**config.mk**
```make
export PLATFORM = sky130hd
export DESIGN_NAME = frame_sequencer_flat
export DESIGN_NICKNAME = d
export VERILOG_FILES = /design/src/rtl/frame_sequencer_if.sv /design/src/rtl/frame_sequencer.sv /design/src/flat_wrapper.sv
export SDC_FILE = /design/constraint.sdc
export NUM_CORES = 1
export LEC_CHECK = 0
export CAP_MARGIN = 20
export CELL_PAD_IN_SITES_DETAIL_PLACEMENT = 0
export CELL_PAD_IN_SITES_GLOBAL_PLACEMENT = 1
export CORE_MARGIN = 4
export CORE_UTILIZATION = 53
export CTS_BUF_LIST = sky130_fd_sc_hd__clkbuf_8
export DETAILED_ROUTE_END_ITERATION = 10
export PLACE_DENSITY = 0.89
export SKIP_LAST_GASP = 1
export SLEW_MARGIN = 20
export SYNTH_ARGS = -nofsm -noshare
export SYNTH_HDL_FRONTEND = slang
export SYNTH_SLANG_ARGS = --single-unit
export TNS_END_PERCENT = 30
```
**constraint.sdc**
```tcl
create_clock -name clk -period 9.9 [get_ports clk]
set_input_delay 0.99 -clock clk [delete_from_list [all_inputs] [get_ports clk]]
set_output_delay 0.99 -clock clk [all_outputs]
set_load 0.05 [all_outputs]
```
**src/rtl/frame_sequencer_if.sv**
```systemverilog
// rtl/frame_sequencer_if.sv - stream, TX FIFO and status signals of the frame sequencer
interface frame_sequencer_if #(
    parameter int FIFO_WIDTH = 8
);
    logic [FIFO_WIDTH-1:0] rx_data;
    logic                  rx_valid;
    logic [FIFO_WIDTH-1:0] pix_in;
    logic                  pix_in_valid;
    logic [FIFO_WIDTH-1:0] pix_out;
    logic                  pix_out_valid;
    logic [FIFO_WIDTH-1:0] tx_data;
    logic                  tx_wr;
    logic                  tx_full;
    logic                  busy;
    logic                  frame_done;
    logic                  err;

    modport master (
        input  rx_data, rx_valid, pix_out, pix_out_valid, tx_full,
        output pix_in, pix_in_valid, tx_data, tx_wr, busy, frame_done, err
    );

    modport slave (
        output rx_data, rx_valid, pix_out, pix_out_valid, tx_full,
        input  pix_in, pix_in_valid, tx_data, tx_wr, busy, frame_done, err
    );
endinterface

```
**src/rtl/frame_sequencer.sv**
```systemverilog
// rtl/frame_sequencer.sv - header parser, pixel forwarder, pipeline flusher and result framer
module frame_sequencer #(
    parameter int                    FIFO_WIDTH = 8,
    parameter int                    DIM_W      = 12,
    parameter int                    MAX_W      = 640,
    parameter int                    MAX_H      = 480,
    parameter int                    FLUSH_GAP  = 4,
    parameter int                    TIMEOUT    = 65535,
    parameter logic [FIFO_WIDTH-1:0] EOF_BYTE   = 8'hA5,
    parameter logic [FIFO_WIDTH-1:0] ERR_BYTE   = 8'hEE
) (
    input logic               clk,
    input logic               rstN,
    frame_sequencer_if.master bus
);
    localparam int CNT_W  = 2 * DIM_W;
    localparam int IDLE_W = $clog2(TIMEOUT + 1);
    localparam int GAP_W  = (FLUSH_GAP > 1) ? $clog2(FLUSH_GAP) : 1;

    typedef enum logic [2:0] {HDR0, HDR1, HDR2, HDR3, CHECK, STREAM, FLUSH, EOF} state_t;

    state_t             state, state_next;
    logic [DIM_W-1:0]   w_dim, h_dim;
    logic [CNT_W-1:0]   total, in_cnt, out_cnt;
    logic [IDLE_W-1:0]  idle;
    logic [GAP_W-1:0]   gap;
    logic               bad;

    logic hdr_ok, accept_out, inject, timeout_hit, last_pix;

    assign hdr_ok = (w_dim >= DIM_W'(3)) && (w_dim <= DIM_W'(MAX_W)) &&
                    (h_dim >= DIM_W'(3)) && (h_dim <= DIM_W'(MAX_H));
    // Results beyond total are the pipeline tail produced by flush pixels.
    assign accept_out  = bus.pix_out_valid && (out_cnt < total) &&
                         (state == STREAM || state == FLUSH);
    assign inject      = (state == FLUSH) && !bus.tx_full && (gap == GAP_W'(FLUSH_GAP - 1));
    assign timeout_hit = (state == FLUSH) && !bus.pix_out_valid && (idle == IDLE_W'(TIMEOUT - 1));
    assign last_pix    = bus.rx_valid && (in_cnt + CNT_W'(1) == total);

    always_ff @(posedge clk) begin
        if (!rstN) state <= HDR0;
        else       state <= state_next;
    end

    always_comb begin
        state_next = state;
        case (state)
            HDR0:    if (bus.rx_valid) state_next = HDR1;
            HDR1:    if (bus.rx_valid) state_next = HDR2;
            HDR2:    if (bus.rx_valid) state_next = HDR3;
            HDR3:    if (bus.rx_valid) state_next = CHECK;
            CHECK:   state_next = hdr_ok ? STREAM : EOF;
            STREAM:  if (last_pix) state_next = FLUSH;
            FLUSH:   if (out_cnt == total || timeout_hit) state_next = EOF;
            EOF:     if (!bus.tx_full) state_next = HDR0;
            default: state_next = HDR0;
        endcase
    end

    always_ff @(posedge clk) begin
        if (!rstN) begin
            w_dim            <= '0;
            h_dim            <= '0;
            total            <= '0;
            in_cnt           <= '0;
            out_cnt          <= '0;
            idle             <= '0;
            gap              <= '0;
            bad              <= 1'b0;
            bus.pix_in       <= '0;
            bus.pix_in_valid <= 1'b0;
            bus.tx_data      <= '0;
            bus.tx_wr        <= 1'b0;
            bus.busy         <= 1'b0;
            bus.frame_done   <= 1'b0;
            bus.err          <= 1'b0;
        end else begin
            bus.pix_in_valid <= 1'b0;
            bus.tx_wr        <= 1'b0;
            bus.frame_done   <= 1'b0;
            bus.err          <= 1'b0;
            bus.busy         <= (state_next != HDR0);

            case (state)
                HDR0: if (bus.rx_valid) w_dim <= DIM_W'({bus.rx_data, FIFO_WIDTH'(0)});
                HDR1: if (bus.rx_valid) w_dim <= w_dim | DIM_W'(bus.rx_data);
                HDR2: if (bus.rx_valid) h_dim <= DIM_W'({bus.rx_data, FIFO_WIDTH'(0)});
                HDR3: if (bus.rx_valid) h_dim <= h_dim | DIM_W'(bus.rx_data);
                CHECK: begin
                    total   <= CNT_W'(w_dim) * CNT_W'(h_dim);
                    in_cnt  <= '0;
                    out_cnt <= '0;
                    idle    <= '0;
                    gap     <= '0;
                    bad     <= !hdr_ok;
                end
                STREAM: if (bus.rx_valid) begin
                    bus.pix_in       <= bus.rx_data;
                    bus.pix_in_valid <= 1'b1;
                    in_cnt           <= in_cnt + CNT_W'(1);
                end
                FLUSH: begin
                    if (bus.rx_valid) bad <= 1'b1;
                    // The slot counter freezes while the TX FIFO is full.
                    if (!bus.tx_full) begin
                        if (inject) begin
                            gap              <= '0;
                            bus.pix_in       <= '0;
                            bus.pix_in_valid <= 1'b1;
                        end else begin
                            gap <= gap + GAP_W'(1);
                        end
                    end
                    idle <= bus.pix_out_valid ? '0 : idle + IDLE_W'(1);
                    if (timeout_hit) bad <= 1'b1;
                end
                EOF: begin
                    if (bus.rx_valid) bad <= 1'b1;
                    if (!bus.tx_full) begin
                        bus.tx_wr      <= 1'b1;
                        bus.tx_data    <= bad ? ERR_BYTE : EOF_BYTE;
                        bus.err        <= bad;
                        bus.frame_done <= !bad;
                    end
                end
                default: ;
            endcase

            if (accept_out) begin
                out_cnt <= out_cnt + CNT_W'(1);
                if (bus.tx_full) begin
                    bad <= 1'b1;
                end else begin
                    bus.tx_wr   <= 1'b1;
                    bus.tx_data <= bus.pix_out;
                end
            end
        end
    end
endmodule

```
**src/flat_wrapper.sv**
```systemverilog
// flat-port wrapper written by rule: the top's interface ports become plain ports
module frame_sequencer_flat 
#(
    parameter int                    FIFO_WIDTH = 8,
    parameter int                    DIM_W      = 12,
    parameter int                    MAX_W      = 640,
    parameter int                    MAX_H      = 480,
    parameter int                    FLUSH_GAP  = 4,
    parameter int                    TIMEOUT    = 65535,
    parameter logic [FIFO_WIDTH-1:0] EOF_BYTE   = 8'hA5,
    parameter logic [FIFO_WIDTH-1:0] ERR_BYTE   = 8'hEE
)
  (clk, rstN, bus_rx_data, bus_rx_valid, bus_pix_out, bus_pix_out_valid, bus_tx_full, bus_pix_in, bus_pix_in_valid, bus_tx_data, bus_tx_wr, bus_busy, bus_frame_done, bus_err);
  frame_sequencer_if #(.FIFO_WIDTH(FIFO_WIDTH)) bus_i ();
  input logic clk;
  input logic rstN;
  input wire logic [$bits(bus_i.rx_data)-1:0] bus_rx_data;
  input wire logic [$bits(bus_i.rx_valid)-1:0] bus_rx_valid;
  input wire logic [$bits(bus_i.pix_out)-1:0] bus_pix_out;
  input wire logic [$bits(bus_i.pix_out_valid)-1:0] bus_pix_out_valid;
  input wire logic [$bits(bus_i.tx_full)-1:0] bus_tx_full;
  output wire logic [$bits(bus_i.pix_in)-1:0] bus_pix_in;
  output wire logic [$bits(bus_i.pix_in_valid)-1:0] bus_pix_in_valid;
  output wire logic [$bits(bus_i.tx_data)-1:0] bus_tx_data;
  output wire logic [$bits(bus_i.tx_wr)-1:0] bus_tx_wr;
  output wire logic [$bits(bus_i.busy)-1:0] bus_busy;
  output wire logic [$bits(bus_i.frame_done)-1:0] bus_frame_done;
  output wire logic [$bits(bus_i.err)-1:0] bus_err;
  assign bus_i.rx_data = bus_rx_data;
  assign bus_i.rx_valid = bus_rx_valid;
  assign bus_i.pix_out = bus_pix_out;
  assign bus_i.pix_out_valid = bus_pix_out_valid;
  assign bus_i.tx_full = bus_tx_full;
  assign bus_pix_in = bus_i.pix_in;
  assign bus_pix_in_valid = bus_i.pix_in_valid;
  assign bus_tx_data = bus_i.tx_data;
  assign bus_tx_wr = bus_i.tx_wr;
  assign bus_busy = bus_i.busy;
  assign bus_frame_done = bus_i.frame_done;
  assign bus_err = bus_i.err;
  frame_sequencer #(.FIFO_WIDTH(FIFO_WIDTH), .DIM_W(DIM_W), .MAX_W(MAX_W), .MAX_H(MAX_H), .FLUSH_GAP(FLUSH_GAP), .TIMEOUT(TIMEOUT), .EOF_BYTE(EOF_BYTE), .ERR_BYTE(ERR_BYTE)) u_core (.clk(clk), .rstN(rstN), .bus(bus_i));
endmodule
```
=== Word-level counts from Yosys, hierarchy flattened ===
Index checks and enable logic that the tools add are counted.

* Register bits after elaboration: 139
* Logic and storage cells: 123
* Bits of input ports: 21

* Multipliers: 1
* Bitwise operators: 4
* Reductions and logical operators: 30
* Eq/ne operators: 18
* Magnitude comparators: 5
* Add/subtract/negate cells: 4
* Mux-type cells: 45

{| class="wikitable"
|+ Operator list
! kind !! number
|-
| two-way mux 24 bit || 3
|-
| two-way mux 8 bit || 7
|-
| adder 24 x 1 -> 24 bit (second input constant) || 2
|-
| equality test 24 bit || 2
|-
| one-hot mux 12 bit (2 select lines) || 2
|-
| one-hot mux 24 bit (2 select lines) || 1
|-
| two-way mux 12 bit || 3
|-
| one-hot mux 16 bit (2 select lines) || 1
|-
| greater-or-equal comparator 12 x 2 -> 1 bit (second input constant) || 2
|-
| less-than comparator 24 bit || 1
|-
| multiplier 12 x 12 -> 24 bit || 1
|-
| bitwise OR 12 x 8 -> 12 bit || 2
|-
| one-hot mux 3 bit (8 select lines) || 1
|-
| two-way mux 3 bit || 7
|-
| adder 16 x 1 -> 16 bit (second input constant) || 1
|-
| equality test 16 bit (second input constant) || 1
|-
| two-way mux 16 bit || 1
|-
| one-hot mux 8 bit (2 select lines) || 1
|-
| equality test 3 bit (second input constant) || 4
|-
| <= comparator 12 x 10 -> 1 bit (second input constant) || 1
|-
| <= comparator 12 x 9 -> 1 bit (second input constant) || 1
|-
| != test 2 bit (second input constant) || 6
|-
| nonzero test 2 bit || 6
|-
| two-way mux 1 bit || 11
|-
| 20 further kinds || 39
|}

=== Longest topological paths before layout ===
* Depth in word-level cells: 8
* Depth in mapped cells: 22

=== Worst setup path before layout ===
Ideal clock, no wire load.

* Kind: reg2reg
* Start point: reg u_core.h_dim[5]
* End point: reg u_core.total[23]
* Path buffers: 1
* Data arrival time: 5306 ps
* Slack: 4464 ps
* Cell stages (with the launch flop): 20
* Data required time: 9769 ps
* Cells stage by stage: dfxtp_1 clkbuf_1 nand2_1 fa_1 fa_1 fa_1 inv_1 fa_1 inv_1 fa_1 inv_1 ha_1 or4_1 o211ai_1 a21oi_1 o21ai_0 o21ai_1 a211oi_1 mux2i_1 o211ai_1

* Word-level cells in the longest chain between the ends: 1

{| class="wikitable"
|+ Ends and longest elaborated chain
! element !! RTL line !! text
|-
| start, declared || frame_sequencer.sv:23 || <nowiki>logic [DIM_W-1:0] w_dim, h_dim;</nowiki>
|-
| start signal, assigned || frame_sequencer.sv:87 || <nowiki>HDR2: if (bus.rx_valid) h_dim <= DIM_W'({bus.rx_data, FIFO_WIDTH'(0)});</nowiki>
|-
| start signal, assigned || frame_sequencer.sv:88 || <nowiki>HDR3: if (bus.rx_valid) h_dim <= h_dim | DIM_W'(bus.rx_data);</nowiki>
|-
| multiplier 12 x 12 -> 24 bit || frame_sequencer.sv:90 || <nowiki>total <= CNT_W'(w_dim) * CNT_W'(h_dim);</nowiki>
|-
| end signal, assigned || frame_sequencer.sv:90 ||
|-
| end, declared || frame_sequencer.sv:24 || <nowiki>logic [CNT_W-1:0] total, in_cnt, out_cnt;</nowiki>
|}

No other way between the ends.
A chain may end at the register's enable or synchronous reset.

=== Worst setup path after layout ===
* Start point: reg u_core.h_dim[8]
* End point: reg u_core.total[23]

The elaborated chain is that of the path after synthesis.

==> reports/results.tsv <==
metric	value	unit
yosysUniqueCellTypes	70	
dp_hpwl	22500	µm
fp.dieW	159	µm
worst_pin_slew	814	ps
synth-async-reset-ratio	0	%
maxCapViolCount	0	
p_sw_share	25.3	%
r2r_start	u_core.h_dim[8]	
place_congestion	0.884	
layout_min_cycle_time	5850	ps
rsz0062_at_grt	false	
reg2reg_depth	18	
root_buffer	clkbuf_8	
ys_seq_area_share	23.0	%
io_buffers	41	
p_leak	5.61	nW
grt_pass1_wl	51700	µm
initial_core_util	54.7	%
n_antenna_cell	0	
fillerInstances	2040	
max_slew_margin	45.7	%
p_clk_share	44.8	%
wire_per_inst	16.9	µm
placed_area	12500	µm²
status	finished, final reports clean	
pre_cts_slack	4050	ps
dr_total_vias	10200	
crit_family	adder cells	
nets	1709	
syn_nets	1730	
finClkSkew	15.2	ps
cp.arrival	6200	ps
period_share	59.1	%
cts_resized	0	
final_area	13000	µm²
drc_errors	0	
core	22100	µm²
first_pass_iters	5	
cts_tree	yes	
cp.required	10250	ps
power_frac_seq	51.4	%
cp_slowest_cell	dfxtp_1	
synth_area_per_cell	7.96	µm²
crit_buf_inv	3	
layout_setup_ws	4050	ps
synth_ff_type	dfxtp_1	
vias_per_cell	5.71	
p_switching	0.283	mW
hp-class	reg -> reg	
drive_gt1_share	3.78	%
clk_latency	470	ps
syn_to_final_growth	7.27	%
cts_sinks	139	
wl	30200	µm
synth_edf_count	0	
yosys_warnings	0	
antenna_found_initial	0	
finalMaxSlewViolations	0	
fp.dieH	159	µm
ys_ff_latch	139	
synthTopCellsByArea	dfxtp_1, fa_1, ha_1	
layout_common_cells	nand2_1, inv_1, dfxtp_1, a21oi_1, nor2_1	
dieArea	25300	µm²
io_pins	42	
fmax	171	MHz
grt_usage	24.4	%
p_int	0.834	mW
critPathMaxFanout	15	
grt_pass1_vias	10000	
layoutNonFillerInstCount	1789	
cp-end-kind	flop	
synth_top_area_share	23.0	%
p_comb_share	3.8	%
setup_violations	0	
synthCells	1518	
drt_iter0_drc	647	
numCtsBuffers	17	
worstReg2RegEnd	u_core.total[23]	
final_common_cell	nand2_1	
clockBufferDepth	2	
worstHoldEndpoint	u_core.bus.pix_in[0]	
holdPathStages	2	
clk_pin_slew	90	ps
rows	54	
cpPeakStageDelay	680	ps
postCtsSetupBuffers	0	
cts_hold_buf	0	
min_from	u_core.bus.pix_in[0]	
dp.cells	1758	
ir_worst_vdd	0.102	mV
yosys.area.top_type	dfxtp_1	
final_antenna_net_count	0	
hold_viol	0	
crit_chain	nand2_1 -> fa_1 -> fa_1 -> fa_1 -> inv_1 -> fa_1 -> inv_1 -> fa_1 -> inv_1 -> ha_1 -> or4_1 -> o211ai_1 -> a21oi_1 -> o21ai_0 -> o21ai_1 -> a211oi_1 -> mux2i_1 -> o211ai_1	
power_density	86.2	nW/µm²
cts_max_level	4	
reg2reg_slack	4050	ps
finalSetupTns	0	ps
crit_top_cell	fa_1	
netlist_area	12100	µm²
grt_max_degree	54	
overflow	0	
holdWs	451	ps
crit_type	reg -> reg	
worst_setup_path_start_kind	flop	
power by group through the flow:
stage               combinational, mW  sequential, mW  clock (mW)
floorplan                      0.0290           0.578           0
global placement               0.0416           0.587           0
detailed placement             0.0417           0.587           0
CTS                            0.0420           0.574       0.514
global route                   0.0462           0.576       0.532
finish                         0.0423           0.575       0.501
cell type report:
| type | count | area (µm²) | area share [%] |
|---|---|---|---|
| Clock buffer | 18 | 248 | 1.91 |
| Multi-Input combinational cell | 1121 | 8320 | 64.1 |
| Clock inverter | 13 | 166 | 1.28 |
| Timing Repair Buffer | 48 | 463 | 3.57 |
| Sequential cell | 139 | 2780 | 21.5 |
| Tap cell | 280 | 350 | 2.70 |
| Inverter | 170 | 638 | 4.92 |
worst max-delay path by stage:
| stage | depth (start not counted) | slack [ps] | to | from |
|---|---|---|---|---|
| 5_1_grt | 18 | 3670 | u_core.total[23] | u_core.w_dim[5] |
| 6_report | 18 | 4050 | u_core.total[23] | u_core.h_dim[8] |
| 3_3_place_gp | 18 | 4200 | u_core.total[23] | u_core.w_dim[5] |
| 2_1_floorplan | 19 | 4460 | u_core.total[23] | u_core.h_dim[5] |
| 4_1_cts | 18 | 4060 | u_core.total[23] | u_core.w_dim[5] |
| 3_5_place_dp | 18 | 4050 | u_core.total[23] | u_core.w_dim[5] |
cells by family (layout without fill, tap and decap cells):
logic type      count (synthesis)  in the layout  share of synthesized area, %
compound gates                282            282                          14.7
xor+xnor                       53             53                          3.84
fa+ha+maj                     191            191                          26.0
buf+inv                       258            249                          8.26
flops                         139            139                          23.0
mux                            14             14                          1.16
simple gates                  581            581                          23.0
through the flow:
step | util, % | power (mW)
after detailed placement | 56.8 | 0.629
after floorplan | - | 0.607
final | 58.7 | 1.12
after CTS | 58.6 | 1.13
after global routing | 58.7 | 1.15
after global placement | 56.8 | 0.628
cells in the mapped netlist (4+ instances only):
master	number
fa_1	100
o21ai_0	40
mux2i_1	14
or4_1	4
a21oi_1	118
a211o_1	4
nor2_1	115
o21a_1	10
nand3_1	59
a41o_1	6
a211oi_1	12
o211ai_1	6
nor3_1	23
buf_1	6
nand2_1	217
nand4_1	21
a41oi_1	4
and4_1	10
dfxtp_1	139
nor2b_1	10
and3_1	17
or3_1	14
or2_2	5
nor4_1	6
a21o_1	13
buf_2	11
and2_1	44
inv_1	169
clkbuf_1	66
nand2b_1	18
buf_4	4
a31oi_1	16
a21boi_0	6
ha_1	91
a311oi_1	7
a2111oi_0	6
xnor2_1	35
o22ai_1	5
xor2_1	18
sequential cells by signal, indices dropped and copies added, names as in the netlist, named ones only:
| signal | cells |
|---|---|
| u_core.bus.busy | 1 |
| u_core.state | 3 |
| u_core.bus.tx_data | 4 |
| u_core.w_dim | 12 |
| u_core.out_cnt | 24 |
| u_core.bus.err | 1 |
| u_core.bus.frame_done | 1 |
| u_core.bus.tx_wr | 1 |
| u_core.gap | 2 |
| u_core.idle | 16 |
| u_core.h_dim | 12 |
| u_core.bus.pix_in | 8 |
| u_core.bus.pix_in_valid | 1 |
| u_core.in_cnt | 24 |
| u_core.total | 24 |
| u_core.bad | 1 |
routing by layer:
metal / global-route usage [%] / vias up / routed length, µm
li1: - / 5052 / -
met1: 34.3 / 4900 / 14600
met2: 38.9 / 211 / 13800
met3: 3.21 / 46 / 1100
met4: 8.68 / 0 / 726
met5: 0 / - / 0
tightest hold or removal path, stage by stage (launching register included):
cell,delay [ps]
dfxtp_1,310
nand2_1,50
a21oi_1,50
No activity file was read; power rests on OpenSTA's default activity.
